## src/rtl/snd_pkg.sv

```systemverilog
// Shared types and constant helpers for the sound-board command port.
package snd_pkg;

    typedef enum logic [1:0] {
        ST_IDLE  = 2'd0,
        ST_DRIVE = 2'd1,
        ST_GAP   = 2'd2
    } snd_state_e;

    localparam int unsigned SND_MAX_W = 64;

    // Idle level of the active-low command bus: the low w bits set.
    function automatic logic [SND_MAX_W-1:0] pb_idle(input int unsigned w);
        logic [SND_MAX_W-1:0] r;
        for (int unsigned i = 0; i < SND_MAX_W; i++) begin
            r[i] = (i < w) ? 1'b1 : 1'b0;
        end
        return r;
    endfunction

    // Width of the shared hold/gap down-counter.
    function automatic int unsigned cnt_width(input int unsigned hold, input int unsigned gap);
        int unsigned m;
        m = 2;
        m = (hold > m) ? hold : m;
        m = (gap > m) ? gap : m;
        return $clog2(m);
    endfunction

endpackage

```

## src/rtl/snd_cmd_fifo.sv

```systemverilog
// Synchronous command FIFO with wrap-around pointers and an occupancy count.
module snd_cmd_fifo #(
    parameter int DEPTH = 4,
    parameter int W     = 6
) (
    input  logic                       clk_i,
    input  logic                       reset_i,
    input  logic                       push_i,
    input  logic                       pop_i,
    input  logic [W-1:0]               wdata_i,
    output logic [W-1:0]               rdata_o,
    output logic [$clog2(DEPTH+1)-1:0] level_o
);

    localparam int PTR_W = $clog2(DEPTH);
    localparam int LVL_W = $clog2(DEPTH + 1);

    logic [W-1:0]     mem_q [DEPTH];
    logic [PTR_W-1:0] wr_ptr_q, wr_ptr_d;
    logic [PTR_W-1:0] rd_ptr_q, rd_ptr_d;
    logic [LVL_W-1:0] level_q, level_d;
    logic             push_ok_s;
    logic             pop_ok_s;

    // Guard against overflow/underflow even if the caller misbehaves.
    always_comb begin
        push_ok_s = push_i && (level_q != LVL_W'(DEPTH));
        pop_ok_s  = pop_i && (level_q != {LVL_W{1'b0}});
        wr_ptr_d  = push_ok_s ? wr_ptr_q + {{(PTR_W-1){1'b0}}, 1'b1} : wr_ptr_q;
        rd_ptr_d  = pop_ok_s ? rd_ptr_q + {{(PTR_W-1){1'b0}}, 1'b1} : rd_ptr_q;
        case ({push_ok_s, pop_ok_s})
            2'b10:   level_d = level_q + {{(LVL_W-1){1'b0}}, 1'b1};
            2'b01:   level_d = level_q - {{(LVL_W-1){1'b0}}, 1'b1};
            default: level_d = level_q;
        endcase
    end

    // Pointer and occupancy registers.
    always_ff @(posedge clk_i) begin
        if (reset_i) begin
            wr_ptr_q <= {PTR_W{1'b0}};
            rd_ptr_q <= {PTR_W{1'b0}};
            level_q  <= {LVL_W{1'b0}};
        end else begin
            wr_ptr_q <= wr_ptr_d;
            rd_ptr_q <= rd_ptr_d;
            level_q  <= level_d;
        end
    end

    // Storage array; contents are don't-care until written.
    always_ff @(posedge clk_i) begin
        if (push_ok_s) begin
            mem_q[wr_ptr_q] <= wdata_i;
        end
    end

    assign rdata_o = mem_q[rd_ptr_q];
    assign level_o = level_q;

endmodule

```

## src/rtl/sound_cmd_port.sv

```systemverilog
// Round-robin command intake, FIFO buffering and timed replay onto the
// sound board's active-low pb/hand lines (one CB1 edge per command).
module sound_cmd_port
    import snd_pkg::*;
#(
    parameter int NCH      = 2,
    parameter int CMD_W    = 6,
    parameter int DEPTH    = 4,
    parameter int HOLD_CYC = 16,
    parameter int GAP_CYC  = 8
) (
    input  logic                       clk_cpu,
    input  logic                       reset,
    input  logic [NCH-1:0]             req_valid,
    input  logic [NCH*CMD_W-1:0]       req_cmd,
    output logic [NCH-1:0]             req_ready,
    output logic [CMD_W-1:0]           pb,
    output logic                       hand,
    output logic                       busy,
    output logic [$clog2(DEPTH+1)-1:0] level
);

    localparam int RR_W  = (NCH > 1) ? $clog2(NCH) : 1;
    localparam int LVL_W = $clog2(DEPTH + 1);
    localparam int CNT_W = cnt_width(HOLD_CYC, GAP_CYC);

    localparam logic [CMD_W-1:0] PB_IDLE   = CMD_W'(pb_idle(CMD_W));
    localparam logic [CNT_W-1:0] HOLD_LOAD = CNT_W'(HOLD_CYC - 1);
    localparam logic [CNT_W-1:0] GAP_LOAD  = (GAP_CYC > 0) ? CNT_W'(GAP_CYC - 1) : {CNT_W{1'b0}};

    logic [CMD_W-1:0] cmd_arr_s [NCH];
    logic [RR_W-1:0]  rr_q, rr_d;
    logic [RR_W-1:0]  gnt_idx_s;
    logic [RR_W:0]    arb_sum_s;
    logic [RR_W:0]    rr_nxt_s;
    logic             found_s;
    logic             can_accept_s;
    logic             accept_s;
    logic             push_s;
    logic             pop_s;
    logic [CMD_W-1:0] head_s;
    logic [LVL_W-1:0] level_s;

    snd_state_e       state_q, state_d;
    logic [CNT_W-1:0] cnt_q, cnt_d;
    logic [CMD_W-1:0] pb_q, pb_d;
    logic             hand_q, hand_d;

    for (genvar g = 0; g < NCH; g++) begin : g_cmd
        assign cmd_arr_s[g] = req_cmd[g*CMD_W +: CMD_W];
    end

    // Round-robin search from rr; grant is suppressed while full or in reset.
    always_comb begin
        found_s   = 1'b0;
        gnt_idx_s = rr_q;
        arb_sum_s = {(RR_W+1){1'b0}};
        for (int off = 0; off < NCH; off++) begin
            arb_sum_s = {1'b0, rr_q} + (RR_W+1)'(off);
            arb_sum_s = (arb_sum_s >= (RR_W+1)'(NCH)) ? arb_sum_s - (RR_W+1)'(NCH) : arb_sum_s;
            gnt_idx_s = (!found_s && req_valid[arb_sum_s[RR_W-1:0]]) ? arb_sum_s[RR_W-1:0] : gnt_idx_s;
            found_s   = found_s | req_valid[arb_sum_s[RR_W-1:0]];
        end
        can_accept_s = !reset && (level_s < LVL_W'(DEPTH));
        for (int i = 0; i < NCH; i++) begin
            req_ready[i] = found_s && can_accept_s && (gnt_idx_s == RR_W'(i));
        end
        accept_s = found_s && can_accept_s;
        push_s   = accept_s && (cmd_arr_s[gnt_idx_s] != {CMD_W{1'b0}});
        rr_nxt_s = {1'b0, gnt_idx_s} + {{RR_W{1'b0}}, 1'b1};
        if (accept_s) begin
            rr_d = (rr_nxt_s >= (RR_W+1)'(NCH)) ? {RR_W{1'b0}} : rr_nxt_s[RR_W-1:0];
        end else begin
            rr_d = rr_q;
        end
    end

    // Replay sequencer: IDLE pops, DRIVE holds the strobe, GAP enforces recovery.
    always_comb begin
        state_d = state_q;
        cnt_d   = cnt_q;
        pb_d    = pb_q;
        hand_d  = hand_q;
        pop_s   = 1'b0;
        case (state_q)
            ST_IDLE: begin
                if (level_s != {LVL_W{1'b0}}) begin
                    pop_s   = 1'b1;
                    pb_d    = ~head_s;
                    hand_d  = 1'b0;
                    cnt_d   = HOLD_LOAD;
                    state_d = ST_DRIVE;
                end else begin
                    pb_d    = PB_IDLE;
                    hand_d  = 1'b1;
                end
            end
            ST_DRIVE: begin
                if (cnt_q == {CNT_W{1'b0}}) begin
                    pb_d    = PB_IDLE;
                    hand_d  = 1'b1;
                    cnt_d   = GAP_LOAD;
                    state_d = (GAP_CYC == 0) ? ST_IDLE : ST_GAP;
                end else begin
                    cnt_d   = cnt_q - {{(CNT_W-1){1'b0}}, 1'b1};
                end
            end
            ST_GAP: begin
                pb_d   = PB_IDLE;
                hand_d = 1'b1;
                if (cnt_q == {CNT_W{1'b0}}) begin
                    state_d = ST_IDLE;
                end else begin
                    cnt_d   = cnt_q - {{(CNT_W-1){1'b0}}, 1'b1};
                end
            end
            default: begin
                pb_d    = PB_IDLE;
                hand_d  = 1'b1;
                cnt_d   = {CNT_W{1'b0}};
                state_d = ST_IDLE;
            end
        endcase
    end

    // Sequencer, arbiter pointer and board-facing output registers.
    always_ff @(posedge clk_cpu) begin
        if (reset) begin
            state_q <= ST_IDLE;
            cnt_q   <= {CNT_W{1'b0}};
            pb_q    <= PB_IDLE;
            hand_q  <= 1'b1;
            rr_q    <= {RR_W{1'b0}};
        end else begin
            state_q <= state_d;
            cnt_q   <= cnt_d;
            pb_q    <= pb_d;
            hand_q  <= hand_d;
            rr_q    <= rr_d;
        end
    end

    snd_cmd_fifo #(
        .DEPTH (DEPTH),
        .W     (CMD_W)
    ) u_fifo (
        .clk_i   (clk_cpu),
        .reset_i (reset),
        .push_i  (push_s),
        .pop_i   (pop_s),
        .wdata_i (cmd_arr_s[gnt_idx_s]),
        .rdata_o (head_s),
        .level_o (level_s)
    );

    assign pb    = pb_q;
    assign hand  = hand_q;
    assign level = level_s;
    assign busy  = (level_s != {LVL_W{1'b0}}) || (state_q != ST_IDLE);

endmodule

```

## config.mk

```make
export PLATFORM = sky130hd
export DESIGN_NAME = sound_cmd_port
export DESIGN_NICKNAME = d
export VERILOG_FILES = /design/src/rtl/snd_pkg.sv /design/src/rtl/snd_cmd_fifo.sv /design/src/rtl/sound_cmd_port.sv
export SDC_FILE = /design/constraint.sdc
export NUM_CORES = 1
export LEC_CHECK = 0
export CORE_MARGIN = 4
export CORE_UTILIZATION = 54
export DETAILED_ROUTE_END_ITERATION = 12
export HOLD_SLACK_MARGIN = 0.12
export PLACE_DENSITY = 0.85
export SYNTH_ARGS = -nofsm -noshare
export SYNTH_HDL_FRONTEND = slang
export SYNTH_HIERARCHICAL = 1
export SYNTH_SLANG_ARGS = --single-unit
```

## constraint.sdc

```tcl
create_clock -name clk_cpu -period 4 [get_ports clk_cpu]
set_clock_uncertainty 0.15 [all_clocks]
set_input_delay 0.8 -clock clk_cpu [delete_from_list [all_inputs] [get_ports clk_cpu]]
set_output_delay 0.8 -clock clk_cpu [all_outputs]
set_load 0.01 [all_outputs]
```

# Word level (Yosys, flattened, before mapping)
# Memory sizes are Yosys's and may differ from the RTL's. A register that Yosys moved wholly into a read port is not among the register bits.
# Index checks and enable logic that the tools add are counted.
dict set report op_classes {
  add_sub_neg 9
  reduce_logical 19
  n_mux 33
  n_eq_ne 9
  order_cmp 7
  bitwise_logic 4
}
# cell n
set op_table {}
lappend op_table {{2-to-1 mux 6 bit} 5}
lappend op_table {{2-to-1 mux 1 bit} 15}
lappend op_table {{2-to-1 mux 4 bit} 3}
lappend op_table {{one-hot mux 4 bit (3 select lines)} 1}
lappend op_table {{one-hot mux 6 bit (2 select lines)} 1}
lappend op_table {{2-to-1 mux 2 bit} 5}
lappend op_table {{logical AND 1 bit} 8}
lappend op_table {{inequality test 2 bit, second input constant} 4}
lappend op_table {{>= comparator 2 bit, second input constant} 3}
lappend op_table {{NOT 6 bit} 1}
lappend op_table {{one-hot mux 2 bit (3 select lines)} 1}
lappend op_table {{one-hot mux 3 bit (2 select lines)} 1}
lappend op_table {{nonzero test 6 bit} 1}
lappend op_table {{adder 1 x 1 -> 2 bit, second input constant} 2}
lappend op_table {{adder 2 x 1 -> 2 bit, second input constant} 2}
lappend op_table {{equality test 2 x 1 -> 1 bit, second input constant} 2}
lappend op_table {{equality test 2 bit, second input constant} 2}
lappend op_table {{zero test 4 bit} 1}
lappend op_table {{less-than comparator 1 x 2 -> 1 bit, second input constant} 2}
lappend op_table {{nonzero test 2 bit} 2}
lappend op_table {{subtractor 4 x 1 -> 4 bit, second input constant} 1}
lappend op_table {{adder 3 x 1 -> 3 bit, second input constant} 1}
lappend op_table {{less-than comparator 3 bit, second input constant} 1}
lappend op_table {{inequality test 3 bit, second input constant} 1}
lappend op_table {{13 further kinds} 15}
dict set report totals {
  inputBits 16
  elab_cells 90
  regBits 21
  out_inout_bits 13
  ram_bits 24
  mem_count 1
}
# memory depth width read_ports rd_ports_with_merged_regs wr line
set memory_table {}
lappend memory_table {u_fifo.mem_q 4 6 1 1 1 snd_cmd_fifo.sv:18} ;# logic [W-1:0] mem_q [DEPTH];

# Depth between registers and ports, before layout
dict set report depth {
  depth_word 16
  depth_mapped 13
  ltp_nobuf 13
}

# Modules after synthesis
# The synthesis kept the hierarchy.
# mod seq_area_each_um2 area_each_um2 instances cells_per_inst
set by_module_without_submodules {}
lappend by_module_without_submodules {snd_cmd_fifo 900.9 1352.5 1 81}
lappend by_module_without_submodules {sound_cmd_port 280.3 835.8 1 101}

# Worst setup path after synthesis
# OpenSTA, ideal clock, no wires.
dict set report synth_path {
  path_kind {input to register}
  start {input port req_valid[0]}
  end {register u_fifo.level_q[2], in the netlist u_fifo/level_o[2]}
  setup_time_ns 0.070
  path_buffers 0
  arrival_time_ns 3.286
  path_stages 13
  path_slack_ns 0.494
  required_ns 3.780
  path_cell_list {inv_2 -> maj3_4 -> mux2_4 -> o41a_1 -> inv_1 -> a31oi_4 -> inv_1 -> ha_1 -> inv_1 -> fa_1 -> xor2_1 -> or3_1 -> a21oi_1}
}
dict set report synth_via {
  elab_chain_cells 14
  word_cells_on_any_way 21
  cone_classes {eq/ne (2); mux (10); bitwise (2); reduce/logical (7)}
}
# element line
set synth_rtl {}
lappend synth_rtl {{start, declared} sound_cmd_port.sv:14} ;# input logic [NCH-1:0] req_valid,
lappend synth_rtl {{2-to-1 mux 1 bit (implied by the code) (2 in a row)} {sound_cmd_port.sv:61, sound_cmd_port.sv:62}}
lappend synth_rtl {{zero test 1 bit} sound_cmd_port.sv:61} ;# gnt_idx_s = (!found_s && req_valid[arb_sum_s[RR_W-1:0]]) ? arb_sum_s[RR_W-1:0] : gnt_idx_s;
lappend synth_rtl {{logical AND 1 bit} sound_cmd_port.sv:61}
lappend synth_rtl {{2-to-1 mux 1 bit} sound_cmd_port.sv:61}
lappend synth_rtl {{NOT 1 -> 2 bit (implied by the code)} sound_cmd_port.sv:69} ;# push_s = accept_s && (cmd_arr_s[gnt_idx_s] != {CMD_W{1'b0}});
lappend synth_rtl {{2-to-1 mux 6 bit (implied by the code) (3 in a row)} sound_cmd_port.sv:69}
lappend synth_rtl {{nonzero test 6 bit} sound_cmd_port.sv:69}
lappend synth_rtl {{logical AND 1 bit *} sound_cmd_port.sv:69}
lappend synth_rtl {{named net push_s} sound_cmd_port.sv:39} ;# logic push_s;
lappend synth_rtl {{logical AND 1 bit *} snd_cmd_fifo.sv:27} ;# push_ok_s = push_i && (level_q != LVL_W'(DEPTH));
lappend synth_rtl {{equality test 2 x 1 -> 1 bit / equality test 2 bit (equally long branches)} snd_cmd_fifo.sv:31} ;# case ({push_ok_s, pop_ok_s})
lappend synth_rtl {{one-hot mux 3 bit (2 select lines) / nonzero test 2 bit (equally long branches)} n/a}
lappend synth_rtl {{end signal, assigned} snd_cmd_fifo.sv:43} ;# level_q <= {LVL_W{1'b0}};
lappend synth_rtl {{end signal, assigned} snd_cmd_fifo.sv:47} ;# level_q <= level_d;
lappend synth_rtl {{end, declared} snd_cmd_fifo.sv:21} ;# logic [LVL_W-1:0] level_q, level_d;
# The timed path passes the listed nets; every way through them passes the cells marked *. The select of a mux whose other input is x is not followed.
# A chain may end at the register's enable or synchronous reset.

# Worst setup path in the final report
# Same ends and word-level chain as after synthesis.

==> impl_metrics.py <==
metrics = {
    "run_status": {
        "outcome": "complete, no violations",
    },
    "die": {
        "coreArea_um2": 3800,
        "die-area_um2": 5140,
        "die_h_um": 71.7,
        "num_io_pins": 29,
        "fp.dieW_um": 71.7,
        "initial_core_util_pct": 57.6,
        "std_cell_rows": 22,
    },
    "timing": {
        "final.setup.tns_ns": 0,
        "hold_viol": 0,
        "worst_pin_slew_ns": 0.687,
        "fmax_ghz": 0.264,
        "rsz0062_at_grt": "no",
        "slew_violations": 0,
        "setup-violations-final": 0,
        "fin_crit_ns": 3.79,
        "relSlewSlack_pct": 54.1,
        "finalCritPeriodShare_pct": 94.7,
    },
    "grt": {
        "antenna_found_initial": 0,
        "grt.total_usage_pct": 17.0,
        "grt_pass1_vias": 1429,
        "grt-ovfl-total": 0,
        "grt_pass1_wl_mm": 6.77,
        "grt_max_degree": 19,
    },
    "placed_design": {
        "place_hpwl_mm": 2.99,
        "post_dp_cell_area_um2": 2570,
        "gp_congestion": 0.790,
        "port_buffers": 28,
    },
    "logic_synthesis": {
        "synth_warnings": 6,
        "synth_cell_type_count": 43,
        "syn_nets": 205,
        "synth_seq_cells": 47,
        "synth_area_um2": 2190,
        "synth_top_area_cell": "edfxtp_1",
        "synthTopCellsByArea": "edfxtp_1 33%, dfxtp_1 21%, mux4_2 6.2%",
        "netlist.area_leader.share_pct": 32.9,
        "synth_cells": 182,
        "synth_area_per_cell_um2": 12.0,
        "synth_seq_area_share_pct": 54.0,
    },
    "worst_setup_path": {
        "critPathKind": "in -> reg",
        "critPathLaunchType": "input port",
        "endpoint_kind": "flip-flop",
        "cp_data_required_time_ns": 4.08,
        "cp.arrival_ns": 3.87,
        "path_max_fanout": 4,
    },
    "power_and_ir_drop": {
        "p_leak_nw": 0.953,
        "ir_drop_uv": 282,
        "power.density_nw_per_um2": 622,
    },
    "finish": {
        "layout-drive-gt1-share_pct": 16.3,
        "final_area_um2": 2650,
        "diodes": 0,
        "post-route-util_pct": 69.8,
        "num-fill-cells": 280,
        "syn2layout_area_growth_pct": 21.1,
        "nets": 243,
    },
    "clocking": {
        "cts_resized": 0,
        "cts_hold_buf": 0,
        "cts.clk_slew.worst_paths_ns": 0.08,
        "cts_tree": "yes",
        "clkLatencyLatePin_ns": 0.30,
        "numCtsBuffers": 5,
        "ctsRootBufferMaster": "clkbuf_8",
        "h-tree-depth": 2,
        "post_cts_buffers": 0,
        "cts_buffer_depth": 2,
        "clock_sinks": 47,
    },
    "routing": {
        "drt-total-wl_mm": 4.06,
        "via_per_inst": 5.57,
        "ant_nets": 0,
        "drt-wirelength-per-cell_um": 15.1,
        "vias": 1499,
        "drt-pass1-iter-count": 4,
        "drtIter0Drc": 158,
        "drc": 0,
    },
    "min_path": {
        "hp-class": "reg -> reg",
    },
    "job": {
        "maxCapViolCount": 0,
    },
}
path summary, 6_finish.rpt:
kind	to	slack, ns	startpoint	cells after the start
worst max-delay path	u_fifo/level_o[2]	0.21	req_valid[0]	14
worst min-delay path	hand	0.34	hand	2
worst max register to register	u_fifo/level_o[2]	0.86	rr_q	12
worst min register to register	hand	0.34	hand	2
per-layer routing:
metal | global-route usage (%) | wire length (um) | part of all wire, % | vias to the layer above
li1 | - | - | - | 729
met3 | 5.05 | 173 | 4.3 | 6
met4 | 5.43 | 34 | 0.84 | 0
met1 | 22.8 | 1870 | 46 | 734
met5 | 0 | 0 | 0 | -
met2 | 26.6 | 1980 | 49 | 30
cell type report:
| type | count | area [um^2] | area share [%] |
|---|---|---|---|
| Sequential cell | 47 | 1180 | 44.6 |
| Inverter | 15 | 56.3 | 2.12 |
| Tap cell | 48 | 60.1 | 2.27 |
| Multi-Input combinational cell | 114 | 925 | 34.9 |
| Clock buffer | 8 | 80.1 | 3.02 |
| Timing Repair Buffer | 37 | 348 | 13.1 |
cell families after synthesis:
| kind of cell | count (synthesis) | synth area share [%] |
|---|---|---|
| and+or+nand+nor | 53 | 12.7 |
| DFF | 47 | 54.0 |
| AOI/OAI and AO/OA | 32 | 10.6 |
| buffers and inverters | 21 | 3.77 |
| muxes | 15 | 11.2 |
| adders and majority gates | 9 | 5.43 |
| xor gates and xnor gates | 5 | 2.34 |
metrics by stage:
stage,std cells,setup WS [ns],hold slack (ns),total power (W)
6_report,269,0.213,0.335,0.00165
5_1_grt,269,0.101,0.358,0.00176
4_1_cts,269,0.201,0.346,0.00166
3_5_place_dp,261,-0.0926,0.336,0.00139
3_3_place_gp,261,0.0202,0.305,0.00136
2_1_floorplan,182,0.494,0.332,0.00116
synth_stat cells (all sizes together):
library cell,number
edfxtp,24
dfxtp,23
nor2,21
inv,15
and2,10
a21oi,9
o21ai,9
mux2,7
ha,6
mux4,6
clkbuf,5
nor3,5
nand2,4
nand2b,4
xor2,3
a2111oi,2
a311oi,2
a31oi,2
maj3,2
mux2i,2
nand3b,2
nor4,2
o21a,2
or3,2
xnor2,2
a211o,1
buf,1
fa,1
nor2b,1
nor3b,1
o211a,1
o311ai,1
o31a,1
o32ai,1
o41a,1
or2,1
worst max-delay path, stage by stage:
cell and delay (ns):
clkdlybuf4s50_1 0.49, inv_2 0.05, maj3_4 0.35, mux2_4 0.31, o41a_1 0.41, inv_1 0.11, a31oi_4 0.04, inv_1 0.07
ha_1 0.17, inv_1 0.07, fa_1 0.37, xor2_1 0.15, or3_1 0.31, a21oi_1 0.17
layout by cell type, fill, tap and decap left out, drive strengths merged, types with 2 or more instances in the layout:
cell type,n
or3,2
clkdlybuf4s50,28
ha,6
mux4,6
nor4,2
dfxtp,23
maj3,2
mux2,7
edfxtp,24
a21oi,9
xnor2,2
o21a,2
inv,15
nand2,4
nand3b,2
a311oi,2
a31oi,2
o21ai,9
nor3,5
and2,10
mux2i,2
nand2b,4
nor2,21
clkbuf,8
xor2,3
buf,9
a2111oi,2
registers in the layout (all words and copies together) (netlist names), named ones only:
signal,cells
cnt_q,4
hand,1
pb,6
rr_q,1
state_q,2
u_fifo/level_o,3
u_fifo/mem_q,24
u_fifo/rd_ptr_q,2
u_fifo/wr_ptr_q,2
where the power goes:
part / switching (W) / internal (W) / total, W
logic: 0.000301 / 0.000345 / 0.000646
clock network: 0.000145 / 0.000124 / 0.000269
registers: 0.000117 / 0.000616 / 0.000732
Power figures use the tool's default switching activity.
